File: config.mk
export PLATFORM = sky130hd
export DESIGN_NAME = alu_arb
export DESIGN_NICKNAME = d
export VERILOG_FILES = /design/src/rtl/alu_arb_pkg.sv /design/src/rtl/alu.sv /design/src/rtl/rsp_fifo.sv /design/src/rtl/alu_arb.sv
export SDC_FILE = /design/constraint.sdc
export NUM_CORES = 1
export LEC_CHECK = 0
export ABC_AREA = 0
export BUFFER_PORTS_ARGS = -buffer_cell sky130_fd_sc_hd__buf_4
export CAP_MARGIN = 5
export CELL_PAD_IN_SITES_DETAIL_PLACEMENT = 0
export CELL_PAD_IN_SITES_GLOBAL_PLACEMENT = 1
export CORE_UTILIZATION = 49
export CTS_CLUSTER_DIAMETER = 150
export DETAILED_ROUTE_END_ITERATION = 10
export GPL_TIMING_DRIVEN = 0
export MAX_ROUTING_LAYER = met4
export PLACE_DENSITY = 0.87
export REMOVE_ABC_BUFFERS = 1
export SYNTH_ARGS = -nofsm -noshare
export SYNTH_HDL_FRONTEND = slang
export SYNTH_SLANG_ARGS = --single-unit
File: constraint.sdc
create_clock -name ck -period 4.4 [get_ports ck]
set_input_delay 0.44 -clock ck [delete_from_list [all_inputs] [get_ports ck]]
set_output_delay 0.44 -clock ck [all_outputs]
set_load 0.03 [all_outputs]
File: src/rtl/alu_arb_pkg.sv
// rtl/alu_arb_pkg.sv - shared alu opcodes, latency constant and tag type
package alu_arb_pkg;

  localparam int ALU_LAT = 2;

  localparam logic [3:0] OP_ADD = 4'b0000;
  localparam logic [3:0] OP_SUB = 4'b0001;
  localparam logic [3:0] OP_AND = 4'b1000;
  localparam logic [3:0] OP_OR  = 4'b1001;
  localparam logic [3:0] OP_XOR = 4'b1010;
  localparam logic [3:0] OP_NOT = 4'b1011;
  localparam logic [3:0] OP_SHR = 4'b1100;
  localparam logic [3:0] OP_SHL = 4'b1101;
  localparam logic [3:0] OP_ROR = 4'b1110;
  localparam logic [3:0] OP_ROL = 4'b1111;

  typedef struct packed {
    logic valid;
    logic id;
  } tag_t;

endpackage

File: src/rtl/alu.sv
// rtl/alu.sv - two-stage registered 8-bit alu: operands captured, result registered
module alu
  import alu_arb_pkg::*;
(
  input  logic       ck,
  input  logic [7:0] A,
  input  logic [7:0] B,
  input  logic [3:0] CTR,
  output logic [7:0] Y
);

  logic [7:0] a_q, b_q, res;
  logic [3:0] ctr_q;

  always_ff @(posedge ck) begin
    a_q   <= A;
    b_q   <= B;
    ctr_q <= CTR;
  end

  // Unary ops ignore B; shifts and rotates move by one bit; undefined opcodes give zero.
  always_comb begin
    res = 8'h00;
    case (ctr_q)
      OP_ADD: res = a_q + b_q;
      OP_SUB: res = a_q - b_q;
      OP_AND: res = a_q & b_q;
      OP_OR:  res = a_q | b_q;
      OP_XOR: res = a_q ^ b_q;
      OP_NOT: res = ~a_q;
      OP_SHR: res = {1'b0, a_q[7:1]};
      OP_SHL: res = {a_q[6:0], 1'b0};
      OP_ROR: res = {a_q[0], a_q[7:1]};
      OP_ROL: res = {a_q[6:0], a_q[7]};
      default: res = 8'h00;
    endcase
  end

  always_ff @(posedge ck) begin
    Y <= res;
  end

endmodule

File: src/rtl/rsp_fifo.sv
// rtl/rsp_fifo.sv - result buffer of {id, data} entries with occupancy count
module rsp_fifo #(
  parameter int DEPTH = 4
) (
  input  logic                     ck,
  input  logic                     rst_n,
  input  logic                     push,
  input  logic [8:0]               wdata,
  input  logic                     pop,
  output logic [8:0]               rdata,
  output logic [$clog2(DEPTH):0]   count
);

  localparam int AW = $clog2(DEPTH);
  localparam int CW = AW + 1;

  logic [8:0]    mem [DEPTH];
  logic [AW-1:0] wr_ptr, rd_ptr;

  assign rdata = mem[rd_ptr];

  always_ff @(posedge ck) begin
    if (push) mem[wr_ptr] <= wdata;
  end

  always_ff @(posedge ck) begin
    if (!rst_n) begin
      wr_ptr <= '0;
      rd_ptr <= '0;
      count  <= '0;
    end else begin
      if (push) wr_ptr <= wr_ptr + AW'(1);
      if (pop)  rd_ptr <= rd_ptr + AW'(1);
      case ({push, pop})
        2'b10:   count <= count + CW'(1);
        2'b01:   count <= count - CW'(1);
        default: count <= count;
      endcase
    end
  end

  // The issue credit must make this unreachable.
  a_no_overflow: assert property (@(posedge ck) disable iff (!rst_n)
    !(push && !pop && count == CW'(DEPTH)));

endmodule

File: src/rtl/alu_arb.sv
// rtl/alu_arb.sv - two-lane round-robin front end sharing one alu, credit-limited result FIFO
module alu_arb
  import alu_arb_pkg::*;
#(
  parameter int FIFO_DEPTH = 4,
  parameter int ALU_LAT    = alu_arb_pkg::ALU_LAT
) (
  input  logic        ck,
  input  logic        rst_n,
  input  logic [1:0]  req_valid,
  output logic [1:0]  req_ready,
  input  logic [15:0] req_a,
  input  logic [15:0] req_b,
  input  logic [7:0]  req_ctr,
  output logic        rsp_valid,
  input  logic        rsp_ready,
  output logic [7:0]  rsp_data,
  output logic        rsp_id,
  output logic        busy
);

  localparam int CW = $clog2(FIFO_DEPTH) + 1;

  logic [CW-1:0] fifo_count;
  logic [CW:0]   credit_used;
  logic [1:0]    inflight;
  logic          last_grant;
  logic [1:0]    grant;
  logic          can_issue, xfer, xfer_id, push, pop;
  logic [7:0]    alu_a, alu_b, alu_y;
  logic [3:0]    alu_ctr;
  logic [8:0]    fifo_rdata;
  tag_t          tag_q [ALU_LAT];

  assign credit_used = (CW+1)'(fifo_count) + (CW+1)'(inflight);
  assign can_issue   = credit_used < (CW+1)'(FIFO_DEPTH);

  // On a tie the lane that did not win the previous issue goes next.
  always_comb begin
    grant = 2'b00;
    case (req_valid)
      2'b01:   grant = 2'b01;
      2'b10:   grant = 2'b10;
      2'b11:   grant = last_grant ? 2'b01 : 2'b10;
      default: grant = 2'b00;
    endcase
  end

  assign req_ready = (rst_n && can_issue) ? grant : 2'b00;
  assign xfer      = |(req_valid & req_ready);
  assign xfer_id   = req_ready[1];

  assign alu_a   = xfer ? req_a[{xfer_id, 3'b000} +: 8] : 8'h00;
  assign alu_b   = xfer ? req_b[{xfer_id, 3'b000} +: 8] : 8'h00;
  assign alu_ctr = xfer ? req_ctr[{xfer_id, 2'b00} +: 4] : 4'b0000;

  alu u_alu (
    .ck  (ck),
    .A   (alu_a),
    .B   (alu_b),
    .CTR (alu_ctr),
    .Y   (alu_y)
  );

  assign push = tag_q[ALU_LAT-1].valid;
  assign pop  = rsp_valid & rsp_ready;

  always_ff @(posedge ck) begin
    if (!rst_n) begin
      for (int i = 0; i < ALU_LAT; i++) tag_q[i] <= '0;
      inflight   <= 2'd0;
      last_grant <= 1'b1;
    end else begin
      tag_q[0] <= '{valid: xfer, id: xfer_id};
      for (int i = 1; i < ALU_LAT; i++) tag_q[i] <= tag_q[i-1];
      if (xfer) last_grant <= xfer_id;
      case ({xfer, push})
        2'b10:   inflight <= inflight + 2'd1;
        2'b01:   inflight <= inflight - 2'd1;
        default: inflight <= inflight;
      endcase
    end
  end

  rsp_fifo #(.DEPTH(FIFO_DEPTH)) u_rsp_fifo (
    .ck    (ck),
    .rst_n (rst_n),
    .push  (push),
    .wdata ({tag_q[ALU_LAT-1].id, alu_y}),
    .pop   (pop),
    .rdata (fifo_rdata),
    .count (fifo_count)
  );

  assign rsp_valid = rst_n && (fifo_count != '0);
  assign rsp_data  = fifo_rdata[7:0];
  assign rsp_id    = fifo_rdata[8];
  assign busy      = rst_n && ((inflight != 2'd0) || (fifo_count != '0));

endmodule

==> results of run 1 <==
==> cells by family after synthesis <==
logic type,count (synthesis),share of synthesized area [%]
multiplexers,26,10.5
buffers and inverters,43,4.42
AND/OR/NAND/NOR,121,15.1
flip-flops,80,47.8
XOR/XNOR,17,3.63
AO/OA/AOI/OAI,47,8.14
adder cells (fa/ha/maj),33,10.4
==> how the worst min path moves through the flow <==
stage,slack (ps),end,start
2_1_floorplan,410,tag_q[0][2]$_SDFF_PN0_,tag_q[0][0]$_SDFF_PN0_
3_3_place_gp,420,tag_q[0][3]$_SDFF_PN0_,tag_q[0][1]$_SDFF_PN0_
3_5_place_dp,420,tag_q[0][3]$_SDFF_PN0_,tag_q[0][1]$_SDFF_PN0_
4_1_cts,360,u_alu.ctr_q[3]$_SDFF_PN0_,req_ctr[7]
5_1_grt,380,u_alu.ctr_q[3]$_SDFF_PN0_,req_ctr[7]
6_report,360,u_alu.ctr_q[3]$_SDFF_PN0_,req_ctr[7]
==> synthesized netlist by cell type (5+ instances only) <==
cell type | count | area [sq um]
clkbuf_1 | 12 | 45.0
a21oi_1 | 8 | 40.0
nand2b_1 | 7 | 43.8
nor3_1 | 40 | 200
nand3_1 | 5 | 25.0
and2_1 | 15 | 93.8
mux4_2 | 13 | 293
inv_1 | 25 | 93.8
dfxtp_1 | 44 | 881
nor2_1 | 32 | 120
o21ai_0 | 6 | 30.0
xor2_1 | 5 | 43.8
xnor2_1 | 12 | 105
edfxtp_1 | 36 | 1080
ha_1 | 31 | 388
mux2i_1 | 9 | 90.1
nand2_1 | 10 | 37.5
==> cells in the final DEF (no fill, tap or decap), types with 2 or more instances in the layout <==
cell type,n
o21ai_0,6
xor2_1,5
mux4_2,13
bufinv_16,3
a32o_1,2
inv_1,25
o31a_1,2
mux2_2,3
a22oi_1,4
buf_4,57
a22o_1,4
a21o_1,3
nor3_1,40
a21boi_0,3
nand2b_1,7
ha_1,31
nor2_1,32
nand3_1,5
o22ai_1,2
a21oi_1,8
o22a_1,2
fa_1,2
edfxtp_1,36
mux2i_1,9
dfxtp_1,44
nand3b_1,2
o221ai_1,3
nand2_1,10
or3_1,4
xnor2_1,12
nor2b_1,2
clkbuf_8,9
and2_1,15
o211ai_1,2
a31oi_1,2
==> power by group through the flow <==
stage	Sequential, W	Combinational (W)	Clock (W)
floorplan	0.000934	0.000289	0
detailed placement	0.000960	0.000389	0
finish	0.000942	0.000389	0.000644
global route	0.000954	0.000438	0.000687
CTS	0.000943	0.000391	0.000655
global placement	0.000953	0.000381	0
==> area by class of cell <==
| type | instances | share of cell area [%] |
|---|---|---|
| Inverter | 25 | 1.95 |
| Sequential cell | 80 | 40.7 |
| Multi-Input combinational cell | 244 | 40.8 |
| Clock buffer | 9 | 2.57 |
| Clock inverter | 7 | 2.46 |
| Timing Repair Buffer | 57 | 8.87 |
| Tap cell | 105 | 2.72 |
==> stage by stage <==
stage	util, %	hold slack, ps	total power, W	cells	setup slack (ps)
final	59.0	363	0.00198	527	1260
after floorplan	-	412	0.00122	349	1690
after global placement	56.0	416	0.00133	511	1160
after detailed placement	56.0	419	0.00135	511	1340
after CTS	59.0	357	0.00199	527	1220
after global routing	59.0	376	0.00208	527	1020
==> registers in the layout (all words and copies together), names as in the netlist, named ones only <==
register and count:
u_rsp_fifo.mem 36, u_alu.Y 8, u_alu.a_q 8, u_alu.b_q 8, tag_q 4, u_alu.ctr_q 4
u_rsp_fifo.count 3, inflight 2, u_rsp_fifo.rd_ptr 2, u_rsp_fifo.wr_ptr 2, last_grant 1
==> routing by layer <==
layer / share of wire [%] / vias to the layer above / track usage, % / routed length [um]
li1: - / 1416 / - / -
met1: 47 / 1314 / 24.2 / 3500
met2: 49 / 74 / 32.7 / 3690
met3: 3.5 / 6 / 3.01 / 261
met4: 0.90 / 0 / 6.92 / 68
met5: 0 / - / - / 0
==> worst min-delay path: stages <==
cell and delay, ps:
buf_4 80, nor3_1 40, nor3_1 110
==> flow_metrics.tcl, run 1 <==
set metrics [dict create \
    status "finished, final reports clean" \
    skew_ps 9.33 \
    place_congestion 0.918 \
    globalRouteOverflowTotal 0 \
    cts_root_buf "clkbuf_8" \
    path_delay_family "simple AND/OR/NAND/NOR gates" \
    cts.htree.levels 3 \
    async_flop_share_pct 0 \
    critPathLaunchType "register" \
    path_cells "ha_1 -> nand3_1 -> nand3_1 -> o21bai_2 -> nor2_1 -> buf_4" \
    rsz0062_at_grt "no" \
    combPwrFrac_pct 19.7 \
    clock_sinks 80 \
    synth_edf_count 36 \
    area_growth_pct 17.5 \
    grt_pass1_vias 2775 \
    crit_top_cell "nand3_1" \
    die_height_um 93.5 \
    dieArea_sq_um 8750 \
    slew_headroom_pct 31.8 \
    powerDensity_nw_per_um2 409 \
    start_util_pct 50.2 \
    timing_hold_violations_final 0 \
    crit_end "req_ready[0]" \
    crit_path_end_kind "output port" \
    cts_setup_buffers 0 \
    critical_path_buf_inv_count 1 \
    antenna_found_initial 0 \
    regArea_sq_um 1960 \
    grt_use_total_pct 19.6 \
    first_pass_iters 4 \
    ios 58 \
    syn_area_per_cell_sq_um 11.2 \
    cp-startpoint "u_rsp_fifo.count[1]$_SDFFE_PN0P_" \
    fillers 724 \
    syn_area_sq_um 4110 \
    rrSetupSlack_ps 1370 \
    peakVddDrop_mv 0.175 \
    synth-warning-count 0 \
    fmax_mhz 318 \
    wirelength_um 7520 \
    drv_cap 0 \
    worst-path-stages 6 \
    setup_tns_ps 0 \
    clk_path_buf_depth 2 \
    cts_hold_buffers 0 \
    wl_per_cell_um 14.3 \
    rows 33 \
    synth_cell_types 46 \
    tightest_slew_ps 1020 \
    n_antenna_cell 0 \
    fin_area_sq_um 4820 \
    cts_resized 0 \
    rr_startpoint "u_rsp_fifo.count[1]$_SDFFE_PN0P_" \
    coreArea_sq_um 8180 \
    p_leak_nw 1.90 \
    multi_input_area_sq_um 1970 \
    clkLatencyLatePin_ps 340 \
    numCtsBuffers 9 \
    synth_top_flop_cell "dfxtp_1" \
    num-nets-final 495 \
    critical_path_class "register to output port" \
    reg2reg_to "inflight[1]$_SDFFE_PN0P_" \
    p_sw_w 0.000532 \
    clkTransAtPathRegs_ps 80 \
    ant_nets 0 \
    cts_tree "done" \
    p_seq_share_pct 47.7 \
    synth_seq_cells 80 \
    min_path_cells 3 \
    r2r_cells 7 \
    dp_hpwl_um 5490 \
    period_share_pct 71.4 \
    vias 2810 \
    drt_iter0_drc 160 \
    hp-class "primary input to register" \
    cp_max_fo 24 \
    cp_slowest_stage_delay_ps 690 \
    grt_max_degree 25 \
    slew_viol_final 0 \
    io_buffers 57 \
    clock_power_share_pct 32.6 \
    placed_cell_area_sq_um 4580 \
    setup_violations 0 \
    grt_pass1_wl_um 12900 \
    yosysSeqAreaShare_pct 47.8 \
    power.internal_w 0.00144 \
    synthCells 367 \
    chipWidth_um 93.5 \
    required_ps 3960 \
    drcViolationCount 0 \
    viasPerCell 5.33 \
    crit_slowest_cell "o21bai_2" \
    swShare_pct 26.9 \
    arrival_ps 2700 \
    layout-drive-gt1-share_pct 21.8 \
    min_period_ps 3140 \
]
(Power assumes the default switching activity.)
==> inputs of run 2 (changes only) <==
--- a/config.mk
+++ b/config.mk
@@ -10,12 +10,12 @@
 export CAP_MARGIN = 5
 export CELL_PAD_IN_SITES_DETAIL_PLACEMENT = 0
 export CELL_PAD_IN_SITES_GLOBAL_PLACEMENT = 1
-export CORE_UTILIZATION = 49
+export CORE_UTILIZATION = 41
 export CTS_CLUSTER_DIAMETER = 150
 export DETAILED_ROUTE_END_ITERATION = 10
 export GPL_TIMING_DRIVEN = 0
 export MAX_ROUTING_LAYER = met4
-export PLACE_DENSITY = 0.87
+export PLACE_DENSITY = 0.78
 export REMOVE_ABC_BUFFERS = 1
 export SYNTH_ARGS = -nofsm -noshare
 export SYNTH_HDL_FRONTEND = slang
==> constraint.sdc (replaced) <==
create_clock -name ck -period 2.7 [get_ports ck]
set_input_delay 0.27 -clock ck [delete_from_list [all_inputs] [get_ports ck]]
set_output_delay 0.27 -clock ck [all_outputs]
set_load 0.03 [all_outputs]
==> flow_metrics.tcl, run 2 (synthesis gave the netlist of run 1 again) <==
set metrics [dict create \
    status "finished, final reports clean" \
    regMostFlops "u_rsp_fifo.mem" \
    rows 36 \
    chipWidth_um 102 \
    drt_iter0_drc 110 \
    largest_reg_flops 36 \
    clock_sinks 80 \
    critical_path_class "register to register" \
    timing_hold_violations_final 0 \
    layout-drive-gt1-share_pct 23.8 \
    grt_pass1_wl_um 13100 \
    cts_tree "done" \
    place_congestion 0.794 \
    critPathLaunchType "register" \
    start_util_pct 42.2 \
    cp_max_fo 20 \
    holdWs_ps 189 \
    coreArea_sq_um 9730 \
    fillers 917 \
    clk_path_buf_depth 2 \
    final_cell_mix "59 x buf_4, 40 x nor3_1, 40 x dfxtp_1" \
    regArea_sq_um 1970 \
    final_common_cell "buf_4" \
    slew_viol_final 0 \
    fin_area_sq_um 4850 \
    die_height_um 102 \
    placed_cell_area_sq_um 4620 \
    place_ws_ps -402 \
    clkLatencyLatePin_ps 350 \
    hp-class "primary input to register" \
    cts_root_buf "clkbuf_8" \
    period_share_pct 94.1 \
    setup_violations 0 \
    tightest_slew_ps 710 \
    powerDensity_nw_per_um2 613 \
    clkTransAtPathRegs_ps 90 \
    ant_nets 0 \
    slew_headroom_pct 52.6 \
    drv_cap 0 \
    skew_ps 9.29 \
    numCtsBuffers 9 \
    num-nets-final 497 \
    cts.htree.levels 3 \
    final_util_pct 49.8 \
    wl_per_cell_um 13.8 \
    grt_use_total_pct 17.0 \
    fmax_mhz 393 \
    min_period_ps 2540 \
    peakVddDrop_mv 0.229 \
    rrSetupSlack_ps 160 \
    n_antenna_cell 0 \
    crit_path_end_kind "register" \
    grt_pass1_vias 2752 \
    area_growth_pct 18.1 \
    dp_hpwl_um 5450 \
    ios 58 \
    required_ps 2950 \
    rsz0062_at_grt "no" \
    wirelength_um 7690 \
    viasPerCell 5.05 \
    layout_setup_ws_ps 159 \
    antenna_found_initial 0 \
    grt_max_degree 25 \
    multi_input_area_sq_um 1990 \
    p_leak_nw 1.88 \
    globalRouteOverflowTotal 0 \
    vias 2815 \
    setup_tns_ps 0 \
    arrival_ps 2790 \
    dieArea_sq_um 10400 \
    first_pass_iters 4 \
    drcViolationCount 0 \
    io_buffers 57 \
]
## run 2: cell count changes in the layout (fill, tap and decap cells not counted), sizes merged
cell	previous run	this run
buf	57	59
bufinv	3	0
clkinvlp	1	4
## run 2: cell type report
| type | count | share of cell area, % |
|---|---|---|
| multi-input cells | 244 | 41.1 |
| flip-flops and latches | 80 | 40.7 |
| repair buffers | 59 | 9.13 |
| well taps | 133 | 3.43 |
| clock buffers | 9 | 2.55 |
| inverters | 25 | 1.93 |
| clock inverters | 7 | 1.16 |
## run 2: worst max-delay path: stages (launching register included)
cell and delay, ps:
dfxtp_4 450, nor4b_4 380, buf_4 190, a31oi_1 50
xnor2_1 140, ha_1 320, a21o_1 220, o41ai_2 400
xnor2_1 110, a22o_1 180
## run 2: worst paths after layout
kind / depth (start not counted) / startpoint / endpoint
setup / recovery: 9 / u_alu.ctr_q[1]$_SDFF_PN0_ / u_alu.Y[7]$_DFF_P_
hold / removal: 3 / req_b[11] / u_alu.b_q[3]$_SDFF_PN0_
setup reg to reg: 9 / u_alu.ctr_q[1]$_SDFF_PN0_ / u_alu.Y[7]$_DFF_P_
hold reg to reg: 1 / tag_q[0][1]$_SDFF_PN0_ / tag_q[0][3]$_SDFF_PN0_
## run 2: per-stage QoR
step,cells,total power [W]
global route,557,0.00316
detailed placement,539,0.00220
CTS,557,0.00301
global placement,539,0.00218
finish,557,0.00297
floorplan,349,0.00199
## run 2: timing repair
action | in CTS | in global routing
gates resized for setup | 6 | 4
buffers inserted | 2 | 0
hold buffers | 0 | 0
endpoints found under the setup margin | 6 | 3
pin swaps | 1 | 2
## run 2: metal layers
layer / vias to the layer above / share of wire [%] / GRT usage (%) / wire length (um)
met4: 0 / 1.2 / 6.15 / 93
met1: 1302 / 48 / 21.3 / 3670
li1: 1423 / - / - / -
met5: - / 0 / - / 0
met2: 83 / 46 / 26.5 / 3540
met3: 7 / 5.0 / 4.45 / 383
## run 2: power breakdown
part	internal (W)	switching [W]	total (W)
Sequential	0.00141	0.000125	0.00153
Combinational	0.000333	0.000312	0.000646
Clock	0.000339	0.000452	0.000791
